**src/rtl/shift_add_multiplier_if.sv**
```systemverilog
// Request/result bundle for the shift-add multiplier.
interface shift_add_multiplier_if #(
    parameter int unsigned N = 8
);
    logic             start;
    logic [N-1:0]     a;
    logic [N-1:0]     b;
    logic             busy;
    logic             done;
    logic [2*N-1:0]   product;

    modport master (output start, a, b, input busy, done, product);
    modport slave  (input start, a, b, output busy, done, product);
endinterface

```
**src/rtl/shift_add_multiplier.sv**
```systemverilog
// Sequential unsigned N x N -> 2N radix-2 shift-add multiplier.
// One N-bit ripple add per step, N steps per product; result held until the next done.
module shift_add_multiplier #(
    parameter int unsigned N = 8
) (
    input logic                   clk,
    input logic                   rst_n,
    shift_add_multiplier_if.slave bus
);
    localparam int unsigned CW = (N > 1) ? $clog2(N) : 1;
    localparam int unsigned PW = 2 * N;

    typedef enum logic [1:0] {
        IDLE = 2'd0,
        BUSY = 2'd1,
        DONE = 2'd2
    } state_t;

    state_t        state;
    logic [N-1:0]  mcand;
    logic [N-1:0]  hi;
    logic [N-1:0]  lo;
    logic [N-1:0]  addend;
    logic [N-1:0]  sum;
    logic          carry;
    logic [CW-1:0] cnt;
    logic          busy_r;
    logic          done_r;
    logic [PW-1:0] product_r;
    logic [PW-1:0] shifted;
    logic          accept;

    // Ripple-carry partial-sum adder, carry-in 0; carry-out must survive into hi
    always_comb begin
        logic c;
        addend = lo[0] ? mcand : '0;
        c      = 1'b0;
        sum    = '0;
        for (int unsigned i = 0; i < N; i++) begin
            sum[i] = hi[i] ^ addend[i] ^ c;
            c      = (hi[i] & addend[i]) | (c & (hi[i] ^ addend[i]));
        end
        carry = c;
    end

    assign shifted = {carry, sum, lo[N-1:1]};
    assign accept  = bus.start && (state != BUSY);

    always_ff @(posedge clk or negedge rst_n) begin
        if (!rst_n) begin
            state     <= IDLE;
            mcand     <= '0;
            hi        <= '0;
            lo        <= '0;
            cnt       <= '0;
            busy_r    <= 1'b0;
            done_r    <= 1'b0;
            product_r <= '0;
        end else begin
            done_r <= 1'b0;
            if (accept) begin
                state  <= BUSY;
                busy_r <= 1'b1;
                mcand  <= bus.a;
                lo     <= bus.b;
                hi     <= '0;
                cnt    <= '0;
            end else begin
                case (state)
                    BUSY: begin
                        {hi, lo} <= shifted;
                        if (cnt == CW'(N - 1)) begin
                            // Final step: publish product; cnt parks at N-1 instead of wrapping
                            state     <= DONE;
                            busy_r    <= 1'b0;
                            done_r    <= 1'b1;
                            product_r <= shifted;
                        end else begin
                            cnt <= cnt + CW'(1);
                        end
                    end
                    DONE:    state <= IDLE;
                    IDLE:    state <= IDLE;
                    default: state <= IDLE;
                endcase
            end
        end
    end

    assign bus.busy    = busy_r;
    assign bus.done    = done_r;
    assign bus.product = product_r;
endmodule
```
**src/flat_wrapper.sv**
```systemverilog
// flat-port wrapper written by rule: the top's interface ports become plain ports
module shift_add_multiplier_flat 
#(
    parameter int unsigned N = 8
)
  (clk, rst_n, bus_start, bus_a, bus_b, bus_busy, bus_done, bus_product);
  shift_add_multiplier_if #(.N(N)) bus_i ();
  input logic clk;
  input logic rst_n;
  input wire logic [$bits(bus_i.start)-1:0] bus_start;
  input wire logic [$bits(bus_i.a)-1:0] bus_a;
  input wire logic [$bits(bus_i.b)-1:0] bus_b;
  output wire logic [$bits(bus_i.busy)-1:0] bus_busy;
  output wire logic [$bits(bus_i.done)-1:0] bus_done;
  output wire logic [$bits(bus_i.product)-1:0] bus_product;
  assign bus_i.start = bus_start;
  assign bus_i.a = bus_a;
  assign bus_i.b = bus_b;
  assign bus_busy = bus_i.busy;
  assign bus_done = bus_i.done;
  assign bus_product = bus_i.product;
  shift_add_multiplier #(.N(N)) u_core (.clk(clk), .rst_n(rst_n), .bus(bus_i));
endmodule
```
**config.mk**
```make
export PLATFORM = sky130hd
export DESIGN_NAME = shift_add_multiplier_flat
export DESIGN_NICKNAME = d
export VERILOG_FILES = /design/src/rtl/shift_add_multiplier_if.sv /design/src/rtl/shift_add_multiplier.sv /design/src/flat_wrapper.sv
export SDC_FILE = /design/constraint.sdc
export NUM_CORES = 1
export LEC_CHECK = 0
export BUFFER_PORTS_ARGS = -buffer_cell sky130_fd_sc_hd__buf_2
export CORE_UTILIZATION = 50
export CTS_CLUSTER_DIAMETER = 120
export DETAILED_ROUTE_END_ITERATION = 10
export PLACE_DENSITY = 0.81
export SLEW_MARGIN = 10
export SYNTH_ARGS = -nofsm -noshare
export SYNTH_HDL_FRONTEND = slang
export SYNTH_SLANG_ARGS = --single-unit
export TNS_END_PERCENT = 5
```
**constraint.sdc**
```tcl
create_clock -name clk -period 7.3 [get_ports clk]
set_clock_uncertainty 0.05 [all_clocks]
set_input_delay 1.095 -clock clk [delete_from_list [all_inputs] [get_ports clk]]
set_output_delay 1.095 -clock clk [all_outputs]
set_load 0.02 [all_outputs]
```
==> impl.org, run 1 <==
** Run status
- Run status :: complete, no violations

** Detailed routing
- Final routed wire length divided by cell count :: 13.8 µm
- For this block, the via count after detailed routing is 1334.
- The first routing iteration left 86 violations.
- DR pass1 iterations :: 4
- Via-to-Cell Ratio :: 5.15
- DRC violations left :: 0
- Residual antenna-violating net count after detailed routing :: 0
- The final layout contains routed wiring with a total length of 3580 µm.

** Worst setup path
- The setup path with the least slack is of type flip-flop to flip-flop.
- Critical path arrival :: 4.02 ns
- The worst register-to-register path ends at u_core.hi[6]$_DFFE_PN0P_.
- Together, buffers and inverters on the worst path number 1.
- The signal on the critical path passes through and2_1 > ha_1 > inv_1 > fa_1 > fa_1 > fa_1 > fa_1 > fa_1 > fa_1 > fa_1 > o21ai_0.
- Largest delay share family, worst path :: adder cells
- Slack of the worst reg-to-reg path :: 3.40 ns
- The startpoint identified for the worst register-to-register timing path is u_core.lo[0]$_DFFE_PN0P_.
- Most frequent CP cell :: fa_1
- Req. time, crit path :: 7.42 ns
- Critical path launch point type :: flip-flop
- The worst register-to-register path has a depth of 11.
- Maximum single-stage delay on the critical path :: 0.51 ns
- Largest fanout of any net on the critical path :: 9
- STA classifies the critical path endpoint as a flip-flop.
- Max stage delay cell, worst path :: fa_1

** Cells and area
- Of the cells placed in the final design, the portion with a size suffix greater than 1 is 30.6%.
- Diodes inserted :: 0
- Once layout is done, the placed cells without fillers occupy 2420 µm².
- Leaving out fill and tap cells, the most frequent cell in the layout is dfrtp_1.
- The net count of the finished layout is 237.
- Top library cells by usage in the layout, fill and taps aside :: dfrtp_1, buf_2, o21ai_0
- From synthesis to final layout, the design area changed by 14.2%.

** Logic synthesis
- After synthesis the cells add up to 2120 µm².
- After synthesis the netlist holds a flip-flop and latch count of 47.
- Synthesis produced 174 cells.
- Sequential cells were found to cover 55.6% of the synthesized design area.
- Combinational family with the most area after synthesis :: multiplexers
- Yosys mapped the design onto 21 distinct sky130hd cell types.
- Xor-xnor portion of the synthesized cell area :: 0%
- Synth warn :: 0
- The share of synthesized area in the top cell type comes to 55.6%.
- The synthesized design spends more area on one cell type than any other, namely dfrtp_1.
- The synthesized netlist devotes 6.80% of its cell area to compound gates.
- Post-synthesis share of cell area spent on and, or, nand and nor gates :: 10.5%
- Of the total synthesized cell area, the portion taken by full adders, half adders and majority gates is 8.39%.
- Post-synthesis area per instance :: 12.2 µm²
- The portion of synthesized area spent on multiplexers is 13.6%.
- Synthesized Nets :: 203
- Top area cells in the synthesized netlist :: dfrtp_1, mux2_2, fa_1

** Global route
- Tot GR Track Use :: 18.4%
- In the global route stage, met1 resource usage came out at 23.9%.
- The via count of the first global-routing pass came to 1337.
- In the global route stage, met3 resource usage came out at 3.25%.
- In the global route stage, met2 resource usage came out at 29.5%.
- The first global-routing pass estimated 6020 µm of wire.
- met2 is the most crowded layer.
- Remaining global-route overflow :: 0
- Entering global routing, the biggest net connects 48 pins.
- The number of antenna violations at the first check in global routing is 0.

** Clocking
- Root buffer cell :: clkbuf_8
- Cts repair resizes :: 0
- Clock slew at reported path FFs :: 0.08 ns
- Sink Count :: 47
- TritonCTS built the clock tree.
- Clock buffer depth :: 2
- The number of hold buffers added after CTS was 0.
- Once the clock tree was built, the setup fixing pass inserted 0 buffers.
- Clock insertion delay at the later pin of the skew report :: 0.29 ns
- CTS HTree Levels :: 2
- Total clock buffers created by CTS :: 5

** Pwr
- Maximum resistive drop on vdd :: 219 µV
- Leak pwr :: 1.14 nW
- Power density of the placed cells :: 462 nW/µm²
- Total design power :: 1.12 mW

** Timing
- Final cycle utilization of the critical path :: 53.4%
- The final hold violation count was 0.
- Worst slew margin relative to its limit :: 32.9%
- The smallest clock period supported by the final layout is computed as 3.90 ns.
- For the pin with the worst max-slew slack, the measured transition is 1.01 ns.
- Setup repair after global routing missed its margin :: false
- Count of pins over their slew limit :: 0
- Max Fclk :: 0.256 GHz
- Post-route setup TNS :: 0 ns
- Final setup violation count :: 0

** Floorplanning
- Die X :: 67.1 µm
- Number of rows created at floorplan :: 23
- During I/O placement, the number of pins put on the boundary was 37.
- The core region is 4030 µm².
- Die extent in y :: 67.1 µm
- Initial standard-cell utilization of the core :: 52.5%
- Die area :: 4500 µm²

** Placed design
- Input and output buffers added on the ports amount to 36.
- Placed Area :: 2300 µm²
- Once detailed placement completed, the half-perimeter wirelength came to 2470 µm.
- Routability-driven placement finished with a final weighted congestion of 0.722.

** Worst hold path
- Depth of the worst hold-timing path :: 2
- Hold Startpoint :: u_core.bus.product[13]$_DFFE_PN0P_
- WHS Endpoint :: u_core.bus.product[13]$_DFFE_PN0P_
- The path class of the tightest hold or removal check is flip-flop to flip-flop.

** Job
- Number of violations of the max-capacitance limit :: 0
routing by layer:
layer | vias up | share of wire, % | routed length (µm)
met2 | 27 | 48 | 1720
met1 | 650 | 47 | 1680
met3 | 7 | 2.7 | 98
met5 | - | 0 | 0
met4 | 0 | 2.1 | 75
li1 | 650 | - | -
worst min-delay path, stage by stage (launching register included):
cell	delay, ns
dfrtp_1	0.34
nand2_1	0.05
o21ai_0	0.06
power by group:
| group | internal, mW | leakage, nW | switching, mW |
|---|---|---|---|
| registers | 0.387 | 0.553 | 0.0751 |
| clock network | 0.111 | 0.0612 | 0.0842 |
| logic | 0.198 | 0.525 | 0.263 |
| total | 0.696 | 1.14 | 0.422 |
how the worst max path moves through the flow:
| stage | from | to | slack [ns] | cells after the start |
|---|---|---|---|---|
| finish | u_core.lo[0]$_DFFE_PN0P_ | u_core.hi[6]$_DFFE_PN0P_ | 3.40 | 11 |
| global route | u_core.lo[0]$_DFFE_PN0P_ | u_core.hi[6]$_DFFE_PN0P_ | 3.21 | 11 |
| CTS | u_core.lo[0]$_DFFE_PN0P_ | u_core.hi[6]$_DFFE_PN0P_ | 3.38 | 11 |
| detailed placement | u_core.lo[0]$_DFFE_PN0P_ | u_core.hi[6]$_DFFE_PN0P_ | 3.36 | 11 |
| global placement | u_core.lo[0]$_DFFE_PN0P_ | u_core.hi[6]$_DFFE_PN0P_ | 3.48 | 11 |
| floorplan | u_core.lo[0]$_DFFE_PN0P_ | u_core.hi[6]$_DFFE_PN0P_ | 3.44 | 12 |
cell usage after synthesis:
master and count:
clkbuf_1 4, inv_1 11, nand3b_4 1, nand2_2 1, buf_6 2, nand3b_1 10
and2_1 1, buf_4 4, mux2_4 2, a21oi_1 9, nor3_1 1, dfrtp_1 47
nor2_1 10, o21ai_0 18, mux2i_1 10, ha_1 3, fa_1 7, a31o_2 1
mux2_2 14, nand2_1 16, nand2b_1 2
kinds of logic (layout without fill, tap and decap cells):
logic type	after synthesis	after routing
compound gates	28	28
fa+ha+maj	10	10
buf+inv	21	56
flops	47	47
mux	26	26
simple gates	42	42
flip-flops by register name, summed over array words and instances, names as in the netlist:
name	flops
u_core.bus.busy	1
u_core.bus.done	1
u_core.bus.product	16
u_core.cnt	3
u_core.hi	8
u_core.lo	8
u_core.mcand	8
u_core.state	2
cell type report:
| type | instances | area [µm²] |
|---|---|---|
| Tap cell | 50 | 62.6 |
| Clock buffer | 6 | 82.6 |
| Fill cell | 343 | 1610 |
| Timing Repair Buffer | 37 | 188 |
| Clock inverter | 2 | 35.0 |
| Sequential cell | 47 | 1180 |
| Multi-Input combinational cell | 106 | 832 |
| Inverter | 11 | 41.3 |
through the flow:
stage | util (%) | instances | hold WS, ns | setup WS [ns]
3_3_place_gp | 57.1 | 251 | 0.410 | 3.48
3_5_place_dp | 57.1 | 251 | 0.422 | 3.36
6_report | 60.0 | 259 | 0.435 | 3.40
4_1_cts | 60.0 | 259 | 0.442 | 3.38
2_1_floorplan | - | 174 | 0.421 | 3.44
5_1_grt | 60.0 | 259 | 0.479 | 3.21
(Power assumes the default switching activity.)
==> run 2: changes to the inputs <==
- CORE_UTILIZATION: 50 -> 49
- PLACE_DENSITY: 0.81 -> 0.83
- clock period: 7.3 -> 3.55 ns (I/O delays scaled with it)
==> run 2 against run 1 <==
  * Largest power group is now combinational cells
  * Critical path depth unchanged
  * Utilization down 0.36 points
  * Combinational power up 120%
==> impl.org, run 2 (synthesized netlist as in run 1, its figures left out) <==
** Clocking
- The number of gates resized after cts came to 0 (unchanged).
- The tree is rooted in a clkbuf_8.
- CTS HTree Levels :: 2 (unchanged)
- Clock slew at reported path FFs :: 0.10 ns (+0.02 ns)
- CTS tree :: built
- The post-CTS setup repair buffer count was 0 (unchanged).
- Total clock buffers created by CTS :: 5 (unchanged)
- The clock sink count is 47 (unchanged).
- Clock insertion delay at the later pin of the skew report :: 0.31 ns (+0.02 ns)
- The count of hold-fix buffers inserted at cts was 0 (unchanged).
- The largest buffer count on any clock path came to 2 (unchanged).

** Global route
- The first-pass GRT wire length is 5890 µm (-2.1%).
- Maximum number of pins on one net before global-route repair :: 48 (unchanged)
- Number of global-route vias before repair :: 1294 (-3.2%)
- The global-route usage over all layers is 18.1% (-0.36 points).
- Remaining global-route overflow :: 0 (unchanged)
- Initial antenna violation count :: 0 (unchanged)

** Timing
- The slew at the pin closest to its max-slew limit came to 1.01 ns (+0.00662 ns).
- Final cycle utilization of the critical path :: 97.8% (+44 points)
- The final hold violation count is 0 (unchanged).
- The setup-violating endpoint count in the final report was 0 (unchanged).
- Max Fclk :: 0.288 GHz (+12%)
- The time the final worst path needs with I/O delays and setup is 3.47 ns (-0.429 ns).
- Setup repair after global routing could not meet its margin everywhere.
- Count of pins over their slew limit :: 0 (unchanged)
- Worst slew margin relative to its limit :: 32.5% (-0.44 points)

** Cells and area
- The number of nets at the end of the flow is 238 (+0.42%).
- The top cell types in the final layout, fill and taps aside, are dfrtp_1, buf_2, nand2_1, o21ai_0, mux2_2.
- The number of inserted filler cells in the final layout came to 338 (-1.5%).
- The post-route cell area was 2440 µm² (+0.83%).
- Proportion of layout cells with a drive suffix above 1 :: 33.8% (+3.2 points)
- Number of flip-flops under the largest register name :: 16 (unchanged)
- Leaving out fill and tap cells, the most frequent cell in the layout is dfrtp_1.
- The antenna cell count is 0 (unchanged).
- P&R area growth vs syn :: 15.1%

** Worst setup path
- The worst-path maximum fanout came to 2 (-7).
- The data arrival time of the critical path was 3.60 ns (-0.42 ns).
- The setup slack of the most critical reg-to-reg path was 0.08 ns (-3.32 ns).
- Type of the worst setup path :: flip-flop to flip-flop
- The worst setup path is launched from a flip-flop.
- Capturing element type of the critical path :: flip-flop
- Req. time, crit path :: 3.68 ns (-3.74 ns)

** Floorplanning
- Die area :: 4590 µm² (+2.0%)
- Initial standard-cell utilization of the core :: 51.8% (-0.74 points)
- The placeable core region is 4090 µm² (+1.4%).
- The number of rows created at floorplan was 23 (unchanged).
- The height of the die was 67.7 µm (+0.98%).
- # IOs :: 37 (unchanged)
- The overall die width was 67.7 µm (+0.98%).

** Detailed routing
- The count of routing violations after the opening detailed-route iteration is 70 (-19%).
- The total detailed-routing wirelength came to 3510 µm (-1.8%).
- DRC violations left :: 0 (unchanged)
- DR pass1 iterations :: 4 (unchanged)
- The detail-routed via count per cell was 5.12 (-0.53%).
- The via count was 1332 (-0.15%).
- The remaining number of nets flagged by the antenna check after routing came to 0 (unchanged).
- Final routed wire length divided by cell count :: 13.5 µm (-2.1%)

** Placed design
- The post-detailed-placement cell area was 2320 µm² (+0.87%).
- The weighted congestion at the end of routability-driven global placement is 0.744 (+3.1%).
- HPWL after detailed placement :: 2460 µm (-0.41%)
- Port buffer count :: 36 (unchanged)

** Run status
- Run status :: complete, no violations

** Worst hold path
- Class of the tightest hold or removal check :: primary input to async pin

** Pwr
- The power per cell area came to 956 nW/µm² (+110%).
- The maximum vdd drop is 448 µV (+100%).
- The final total power was 2.33 mW (+110%).
- Leak pwr :: 1.14 nW (-0.23%)

** Job
- Number of violations of the max-capacitance limit :: 0 (unchanged)
==> run 2: cell count changes in the layout (fill, tap and decap cells not counted), moves of 2 or more <==
cell	delta
o21ai_0	-2
fa_1	-6
o21ai_1	+2
fa_2	+6
==> run 2: layer usage <==
metal,part of all wire (%),up-vias,GRT usage (%)
li1,-,651,-
met1,47,647,23.1
met2,48,26,28.0
met3,3.3,8,5.57
met4,1.8,0,8.24
met5,0,-,0
==> run 2: worst max-delay path: stages, from the launching register on <==
cell and delay (ns):
dfrtp_1 0.35, and2_1 0.12, ha_1 0.13, inv_1 0.04, fa_2 0.33, fa_2 0.34
fa_2 0.34, fa_2 0.34, fa_2 0.34, fa_2 0.35, fa_1 0.53, o21ai_1 0.07
==> run 2: stage by stage <==
| step | util [%] | setup WS (ns) | hold slack (ns) | cells | setup TNS, ns |
|---|---|---|---|---|---|
| after global routing | 59.6 | -0.0466 | 0.396 | 260 | -0.0967 |
| after detailed placement | 56.8 | 0.0584 | 0.419 | 252 | 0 |
| final | 59.6 | 0.0783 | 0.332 | 260 | 0 |
| after floorplan | - | 0.0132 | 0.187 | 174 | 0 |
| after CTS | 59.6 | 0.0548 | 0.362 | 260 | 0 |
| after global placement | 56.8 | 0.0965 | 0.410 | 252 | 0 |
==> run 2: report_power, final <==
group	leakage [nW]	internal [mW]	switching [mW]
clock network	0.0548	0.212	0.191
registers	0.553	0.795	0.141
logic	0.529	0.433	0.558
==> run 2: final cells by class <==
| type | count | area (µm²) | share of cell area, % |
|---|---|---|---|
| clock buffers | 5 | 68.8 | 2.82 |
| well taps | 50 | 62.6 | 2.57 |
| flip-flops and latches | 47 | 1180 | 48.3 |
| clock inverters | 3 | 46.3 | 1.90 |
| multi-input cells | 106 | 847 | 34.8 |
| inverters | 11 | 41.3 | 1.69 |
| repair buffers | 38 | 195 | 8.01 |
==> run 2: worst paths after layout <==
path,start,endpoint,cells past startpoint
max,u_core.mcand[0]$_DFFE_PN0P_,u_core.bus.product[14]$_DFFE_PN0P_,11
min,rst_n,u_core.bus.product[3]$_DFFE_PN0P_,1
max reg2reg,u_core.mcand[0]$_DFFE_PN0P_,u_core.bus.product[14]$_DFFE_PN0P_,11
min reg2reg,u_core.bus.product[14]$_DFFE_PN0P_,u_core.bus.product[14]$_DFFE_PN0P_,2
max in group asynchronous,rst_n,u_core.bus.product[11]$_DFFE_PN0P_,1
min in group clk,bus_a[1],u_core.mcand[1]$_DFFE_PN0P_,2
